**src/rtl/linear_pkg.sv**
```systemverilog
// Shared types and elaboration helpers for the linear output packer.
package linear_pkg;

  localparam int LANE_W = 8;

  typedef logic [LANE_W-1:0] lane_t;

  function automatic int beats_per_word(
    input int out_lanes,
    input int num_features
  );
    return out_lanes / num_features;
  endfunction

  function automatic bit lanes_divisible(
    input int out_lanes,
    input int num_features
  );
    return (num_features > 0) &&
           ((out_lanes % num_features) == 0);
  endfunction

endpackage

```
**src/rtl/linear_output_packer_fifo.sv**
```systemverilog
// First-word-fall-through synchronous FIFO with occupancy counter.
module sync_fifo #(
  parameter int WIDTH = 8,
  parameter int DEPTH = 16
) (
  input  logic                       clk,
  input  logic                       rst,
  input  logic                       push,
  input  logic                       pop,
  input  logic [WIDTH-1:0]           din,
  output logic [WIDTH-1:0]           dout,
  output logic                       full,
  output logic                       empty,
  output logic                       drop,
  output logic [$clog2(DEPTH):0]     count,
  output logic [$clog2(DEPTH):0]     count_next
);

  localparam int AW = $clog2(DEPTH);
  localparam int CW = AW + 1;

  if ((DEPTH < 4) || ((DEPTH & (DEPTH - 1)) != 0)) begin : g_bad_depth
    $error("sync_fifo DEPTH must be a power of two >= 4");
  end

  logic [WIDTH-1:0] mem [DEPTH];
  logic [AW-1:0]    wr_ptr;
  logic [AW-1:0]    rd_ptr;
  logic             do_push;
  logic             do_pop;

  assign full  = (count == CW'(DEPTH));
  assign empty = (count == '0);

  assign do_pop  = pop && !empty;
  assign do_push = push && (!full || do_pop);
  assign drop    = push && full && !do_pop;

  // empty FIFO presents zeros rather than stale storage
  assign dout = empty ? '0 : mem[rd_ptr];

  always_comb begin
    count_next = count;
    unique case ({do_push, do_pop})
      2'b10:   count_next = count + CW'(1);
      2'b01:   count_next = count - CW'(1);
      default: count_next = count;
    endcase
  end

  always_ff @(posedge clk) begin
    if (rst) begin
      wr_ptr <= '0;
      rd_ptr <= '0;
      count  <= '0;
    end else begin
      if (do_push) wr_ptr <= wr_ptr + AW'(1);
      if (do_pop)  rd_ptr <= rd_ptr + AW'(1);
      count <= count_next;
    end
  end

  always_ff @(posedge clk) begin
    if (do_push && !rst) mem[wr_ptr] <= din;
  end

endmodule

```
**src/rtl/linear_output_packer.sv**
```systemverilog
// Packs per-beat feature results into wide words and streams them out.
module linear_output_packer
  import linear_pkg::*;
#(
  parameter int PRECISION    = 8,
  parameter int NUM_FEATURES = 2,
  parameter int OUT_LANES    = 8,
  parameter int FIFO_DEPTH   = 16,
  parameter int PIPE_SLACK   = 4
) (
  input  logic                                   clk,
  input  logic                                   rst,
  input  logic                                   in_valid,
  input  logic [NUM_FEATURES-1:0][PRECISION-1:0] in_data,
  input  logic                                   in_last,
  output logic                                   in_ready,
  output logic                                   m_valid,
  input  logic                                   m_ready,
  output logic [OUT_LANES*PRECISION-1:0]         m_data,
  output logic [OUT_LANES-1:0]                   m_keep,
  output logic                                   m_last,
  output logic                                   overflow,
  output logic [$clog2(FIFO_DEPTH):0]            fill_level
);

  localparam int BEATS = beats_per_word(OUT_LANES, NUM_FEATURES);
  localparam int BW    = (BEATS > 1) ? $clog2(BEATS) : 1;
  localparam int DW    = OUT_LANES * PRECISION;
  localparam int FW    = 1 + OUT_LANES + DW;
  localparam int CW    = $clog2(FIFO_DEPTH) + 1;

  if (!lanes_divisible(OUT_LANES, NUM_FEATURES)) begin : g_bad_cfg
    $error("OUT_LANES must be a multiple of NUM_FEATURES");
  end

  logic [BW-1:0]        beat;
  logic [DW-1:0]        stage_data;
  logic [OUT_LANES-1:0] stage_keep;
  logic [DW-1:0]        word_data;
  logic [OUT_LANES-1:0] word_keep;
  logic                 closing;
  logic                 pop;
  logic                 empty;
  logic                 full;
  logic                 drop;
  logic [FW-1:0]        fifo_din;
  logic [FW-1:0]        fifo_dout;
  logic [CW-1:0]        count_next;

  always_comb begin
    word_data = stage_data;
    word_keep = stage_keep;
    for (int i = 0; i < NUM_FEATURES; i++) begin
      word_data[(int'(beat) * NUM_FEATURES + i) * PRECISION +: PRECISION]
        = in_data[i];
      word_keep[int'(beat) * NUM_FEATURES + i] = 1'b1;
    end
  end

  assign closing = in_valid &&
                   ((beat == BW'(BEATS - 1)) || in_last);

  always_ff @(posedge clk) begin
    if (rst) begin
      beat       <= '0;
      stage_data <= '0;
      stage_keep <= '0;
    end else if (in_valid) begin
      if (closing) begin
        beat       <= '0;
        stage_data <= '0;
        stage_keep <= '0;
      end else begin
        beat       <= beat + BW'(1);
        stage_data <= word_data;
        stage_keep <= word_keep;
      end
    end
  end

  assign fifo_din = {in_last, word_keep, word_data};
  assign pop      = m_valid && m_ready;

  sync_fifo #(
    .WIDTH (FW),
    .DEPTH (FIFO_DEPTH)
  ) u_fifo (
    .clk        (clk),
    .rst        (rst),
    .push       (closing),
    .pop        (pop),
    .din        (fifo_din),
    .dout       (fifo_dout),
    .full       (full),
    .empty      (empty),
    .drop       (drop),
    .count      (fill_level),
    .count_next (count_next)
  );

  assign m_valid = !empty;
  assign m_data  = fifo_dout[DW-1:0];
  assign m_keep  = fifo_dout[DW +: OUT_LANES];
  assign m_last  = fifo_dout[FW-1];

  // in_ready leads the FIFO by PIPE_SLACK words still in flight upstream
  always_ff @(posedge clk) begin
    if (rst) begin
      overflow <= 1'b0;
      in_ready <= 1'b1;
    end else begin
      if (drop) overflow <= 1'b1;
      in_ready <= (int'(count_next) + PIPE_SLACK) < FIFO_DEPTH;
    end
  end

endmodule

```
**config.mk**
```make
export PLATFORM = sky130hd
export DESIGN_NAME = linear_output_packer
export DESIGN_NICKNAME = d
export VERILOG_FILES = /design/src/rtl/linear_pkg.sv /design/src/rtl/linear_output_packer_fifo.sv /design/src/rtl/linear_output_packer.sv
export SDC_FILE = /design/constraint.sdc
export NUM_CORES = 1
export LEC_CHECK = 0
export CELL_PAD_IN_SITES_DETAIL_PLACEMENT = 1
export CELL_PAD_IN_SITES_GLOBAL_PLACEMENT = 2
export CORE_MARGIN = 1
export CORE_UTILIZATION = 44
export DETAILED_ROUTE_END_ITERATION = 7
export GPL_TIMING_DRIVEN = 0
export PLACE_DENSITY = 0.77
export SYNTH_ARGS = -nofsm -noshare
export SYNTH_HDL_FRONTEND = slang
export SYNTH_SLANG_ARGS = --single-unit
```
**constraint.sdc**
```tcl
create_clock -name clk -period 7.5 [get_ports clk]
set_clock_uncertainty 0.1 [all_clocks]
set_input_delay 0.75 -clock clk [delete_from_list [all_inputs] [get_ports clk]]
set_output_delay 0.75 -clock clk [all_outputs]
set_load 0.01 [all_outputs]
```
Word-level counts from Yosys, hierarchy flattened
Memories as Yosys holds them, arrays and structs flattened. A register that Yosys moved wholly into a read port is not among the register bits.
Cells that the tools add are included.
Widths: inputs -> output; s select.
- order comparisons: 5
- equal/unequal tests: 4
- shift-type cells: 4
- add/sub/neg operators: 9
- muxes and demuxes: 15
- reduce and logical (&&, ||, !) cells: 16
- bitwise logic cells: 2
- operators by type and width (kind ; number):
    $bwmux 64 ; 2
    $shift 8x33->64 const A ; 2
    $shiftx 8x33->64 ; 2
    $mux 73 ; 1
    $mux 64 ; 1
    $neg 32->33 ; 1
    $neg 6->33 ; 1
    $pmux 5 s2 ; 1
    $logic_and 1x1->1 ; 9
    $add 4x1->4 const B ; 2
    $mux 4 ; 2
    $mux 8 ; 1
    $or 8x7->8 ; 1
    $or 8x8->8 ; 1
    $add 5x3->6 const B ; 1
    $lt 6x5->1 const B ; 1
    $add 5x1->5 const B ; 1
    $eq 5x5->1 const B ; 1
    $logic_not 5->1 ; 1
    $sub 5x1->5 const B ; 1
    $add 3x1->4 const B ; 1
    $eq 2x2->1 const B ; 2
    $ge 4x1->1 const B ; 1
    $logic_not 1->1 ; 4
    10 further kinds ; 14
- output and inout bits: 81
- memory bits (writable): 1168
- bits in registers: 89
- memories kept: 1
- word-level logic and storage cells: 64
- bits of input ports: 21
- memory list (name ; words ; bits a word ; read ports ; clocked after memory_dff ; wr ports ; RTL line ; source):
    u_fifo.mem ; 16 ; 73 ; 1 ; 1 ; 1 ; linear_output_packer_fifo.sv:26 ; logic [WIDTH-1:0] mem [DEPTH];

Depth between registers and ports, before layout
- depth in word-level cells: 10
- gate-level depth with buffers: 10
- depth with buffers taken out: 10

Cells and area by module
From an unflattened synthesis, not the netlist that was laid out.
- cell total of the unflattened synthesis: 2266
- area total of the unflattened synthesis: 48580.3 um2
- by module, submodules not included (module ; cells each ; area an instance (um2) ; seq. area each (um2) ; instances):
    sync_fifo ; 1914 ; 45088.2 ; 35414.0 ; 1
    linear_output_packer ; 352 ; 3492.1 ; 1521.5 ; 1

Worst setup path after synthesis
No wires, ideal clock.
- kind: input port to flip-flop
- from: in in_valid
- to: mem u_fifo.mem[0][0] in the netlist's numbering (enable)
- buffers on the path: 0
- data required time: 6.806 ns
- path slack: 0.408 ns
- arrival time: 6.398 ns
- stages on the path: 4
- setup time: 0.594 ns
- cell sequence: o21ai_0 > a211oi_1 > nand2_1 > nor3_1
- longest elaborated chain between the ends: 5
- RTL lines (what ; RTL line ; source):
    start: declaration ; linear_output_packer.sv:13 ; input logic in_valid,
    $logic_and 1x1->1 ; linear_output_packer.sv:60 ; assign closing = in_valid &&
    $logic_and 1x1->1 ; linear_output_packer_fifo.sv:36 ; assign do_push = push && (!full || do_pop);
    $logic_and 1x1->1 ; linear_output_packer_fifo.sv:64 ; if (do_push && !rst) mem[wr_ptr] <= din;
    $mux 1 ; linear_output_packer_fifo.sv:64 ;
    $mux 1 (not written as such) ; linear_output_packer_fifo.sv:64 ;
    end: declaration ; linear_output_packer_fifo.sv:26 ;
No other way between the ends.

Worst setup path in the final report
- from: reg u_fifo.count[0]
- to: out m_data[28]
- longest elaborated chain between the ends: 2
- RTL lines (what ; RTL line ; source):
    start: declaration ; linear_output_packer_fifo.sv:15 ; output logic [$clog2(DEPTH):0] count,
    start signal: assignment ; linear_output_packer_fifo.sv:59 ; count <= count_next;
    $logic_not 5->1 ; linear_output_packer_fifo.sv:33 ; assign empty = (count == '0);
    $mux 73 ; linear_output_packer_fifo.sv:40 ; assign dout = empty ? '0 : mem[rd_ptr];
    end: declaration ; linear_output_packer.sv:19 ; output logic [OUT_LANES*PRECISION-1:0] m_data,
No other way between the ends.

==> flow_metrics.tcl <==
set metrics [dict create \
    placed_cells 4184 \
    synthFlopType "edfxtp_1" \
    cts_tree "yes" \
    regToRegEndpoint "u_fifo.mem[1][71]" \
    route.detailed.drc 0 \
    hold_buffers 0 \
    worstMarginPinSlew_ns 1.45 \
    period_share_pct 68.0 \
    grt_pass1_wl_um 204000 \
    htree_levels 4 \
    ctsResizeCount 0 \
    drv_slew 0 \
    max_cap_viol_count 0 \
    drt-total-wl_um 144000 \
    initial_core_util_pct 44.7 \
    antenna_found_initial 3 \
    gp_congestion 0.815 \
    cp_data_required_time_ns 6.65 \
    cts-root-buf "clkbuf_16" \
    use_met3_pct 3.31 \
    min_to "stage_data[57]" \
    ys_types 50 \
    yosys.area.top_type "edfxtp_1" \
    dieArea_um2 114000 \
    hold_start "stage_data[57]" \
    period_needed_ns 5.10 \
    hold_viol 0 \
    r2r_start "beat[1]" \
    arrival_ns 4.25 \
    rows 122 \
    die_height_um 338 \
    grt_util_all_layers_pct 25.5 \
    cts_max_path_buffers 3 \
    ir_drop_mv 0.193 \
    synthTopCellsByArea "edfxtp_1 71%, mux4_2 11%, dfxtp_1 3.7%" \
    syn_inst 2514 \
    hpwlAfterDp_um 95500 \
    grt_pass1_vias 28400 \
    first_pass_iters 5 \
    syn_nets 2553 \
    ys_warn_count 0 \
    cts_sinks 1261 \
    total_power_mw 18.6 \
    wl_per_cell_um 32.5 \
    clk-insertion-delay-late_ns 0.75 \
    io_buffer_count 101 \
    globalRouteMet1Util_pct 35.0 \
    synth_top_area_share_pct 70.6 \
    finalNetCount 2871 \
    slew_headroom_pct 3.13 \
    start_kind "flip-flop" \
    synth_area_per_cell_um2 19.8 \
    dpl_cell_area_um2 54000 \
    fin_tns_setup_ns 0 \
    busiest_layer "met2" \
    setup_viol 0 \
    power_leakage_nw 18.8 \
    numCtsBuffers 132 \
    routed_via_density 6.05 \
    design_area_um2 58300 \
    ant_nets 0 \
    cp_max_fo 11 \
    area_delta_synth_final_pct 17.4 \
    async_flop_share_pct 0 \
    hp-class "flip-flop to flip-flop" \
    ys_seq_area_share_pct 74.3 \
    cts_setup_buffers 0 \
    grt_setup_unrepaired "false" \
    synth-seq-cells 1261 \
    grtUsageMet2_pct 42.5 \
    status "finished clean" \
    instances_no_fill 4431 \
    route.vias.total 26800 \
    clk_pin_slew_ns 0.07 \
    rr_worst_depth 10 \
    drive_gt1_share_pct 24.6 \
    core-area_um2 111000 \
    power-per-cell-area_nw_per_um2 319 \
    r2r_setup_slack_ns 3.32 \
    drt_iter0_markers 2958 \
    synth_area_um2 49700 \
    grt_max_degree 25 \
    io_pins 102 \
    end_kind "output port" \
    max_clock_freq_mhz 196 \
    synth_edf_count 1168 \
    die_x_um 338 \
    critPathKind "flip-flop to output port" \
    worstHoldPathCells 2 \
    num-fill-cells 9919 \
    gr-total-overflow 0 \
]
-- routing by layer --
metal | part of all wire [%] | vias up
li1 | - | 10900
met1 | 41 | 14500
met2 | 50 | 1159
met3 | 6.6 | 231
met4 | 2.7 | 0
met5 | 0 | -
-- cell usage in the layout (no fill, tap or decap), types with 9 or more instances in the layout --
| cell | count |
|---|---|
| or2_2 | 10 |
| mux2_2 | 76 |
| edfxtp_1 | 1168 |
| clkinv_1 | 33 |
| nand2_1 | 40 |
| nor2_1 | 87 |
| a21oi_1 | 43 |
| ha_1 | 17 |
| clkbuf_16 | 137 |
| nor2_4 | 12 |
| buf_4 | 32 |
| o22ai_2 | 16 |
| a211oi_1 | 41 |
| o22ai_1 | 88 |
| buf_2 | 44 |
| mux4_2 | 253 |
| buf_6 | 36 |
| buf_12 | 36 |
| clkbuf_1 | 88 |
| clkdlybuf4s50_1 | 101 |
| nor2b_1 | 34 |
| mux2i_1 | 151 |
| buf_8 | 14 |
| a2bb2oi_1 | 25 |
| a22o_1 | 32 |
| dfxtp_1 | 93 |
| bufinv_16 | 9 |
| inv_1 | 81 |
| a221o_1 | 38 |
| clkinv_2 | 12 |
-- through the flow --
step / setup slack [ns] / util (%) / hold slack [ns]
floorplan: 0.408 / - / 0.316
global placement: -7.43 / 47.2 / 0.323
detailed placement: 2.19 / 48.5 / 0.334
CTS: 2.42 / 52.3 / 0.343
global route: 2.37 / 52.4 / 0.363
finish: 2.40 / 52.4 / 0.341
-- synth_stat cells (5+ instances only) --
master / instances
a211oi_1: 41
a21oi_1: 43
a221o_1: 38
a22o_1: 32
a2bb2oi_1: 25
buf_1: 7
buf_2: 44
buf_4: 24
buf_6: 8
buf_8: 9
clkbuf_1: 60
dfxtp_1: 93
edfxtp_1: 1168
ha_1: 17
inv_1: 81
mux2_2: 76
mux2i_1: 151
mux4_2: 253
nand2_1: 40
nand2b_1: 7
nor2_1: 99
nor2b_1: 34
o22ai_1: 104
or2_2: 10
xor2_1: 5
-- layout make-up --
type | count | area [um2] | share of cell area [%]
diodes | 5 | 12.5 | 0.0214
multi-input cells | 1018 | 11800 | 20.2
repair buffers | 184 | 2350 | 4.04
clock buffers | 168 | 3570 | 6.13
clock inverters | 72 | 638 | 1.09
inverters | 81 | 304 | 0.521
plain buffers | 154 | 902 | 1.55
well taps | 1488 | 1860 | 3.19
flip-flops and latches | 1261 | 36900 | 63.3
-- critical path, cell delays in order (launching register included) --
cell	delay, ns
dfxtp_1	0.40
nor4_4	0.44
nand2b_1	0.28
nand2b_1	0.15
clkbuf_2	0.66
buf_2	0.68
o22ai_1	0.29
clkdlybuf4s50_1	0.58
-- power by group --
part | switching, mW | internal (mW)
Clock | 2.73 | 3.70
Combinational | 2.46 | 2.01
Sequential | 0.0394 | 7.71
Total | 5.22 | 13.4
-- registers in the layout, indices dropped and copies added, names as in the netlist, named ones only --
register       cells
u_fifo.mem      1168
stage_data        64
stage_keep         8
u_fifo.count       5
u_fifo.rd_ptr      4
u_fifo.wr_ptr      4
beat               2
in_ready           1
overflow           1
-- logic make-up (layout without fill, tap and decap cells) --
family / after synthesis / in the layout / synth area share, %
and+or+nand+nor: 214 / 214 / 2.06
buffers and inverters: 235 / 659 / 2.43
other: 0 / 5 / 0
DFF: 1261 / 1261 / 74.3
xor gates and xnor gates: 8 / 8 / 0.141
muxes: 480 / 480 / 16.2
AOI/OAI and AO/OA: 298 / 298 / 4.35
adders and majority gates: 18 / 18 / 0.468
-- how the worst max path moves through the flow --
stage | startpoint | endpoint | slack (ns) | cells past startpoint
after floorplan | in_valid | u_fifo.mem[0][0] | 0.41 | 4
after global placement | in_last | u_fifo.mem[2][54] | -7.43 | 5
after detailed placement | in_last | u_fifo.mem[1][54] | 2.19 | 10
after CTS | u_fifo.count[0] | m_data[28] | 2.42 | 7
after global routing | u_fifo.count[0] | m_data[28] | 2.37 | 7
final | u_fifo.count[0] | m_data[28] | 2.40 | 7
Note: power is estimated with default switching activity, not from simulation.
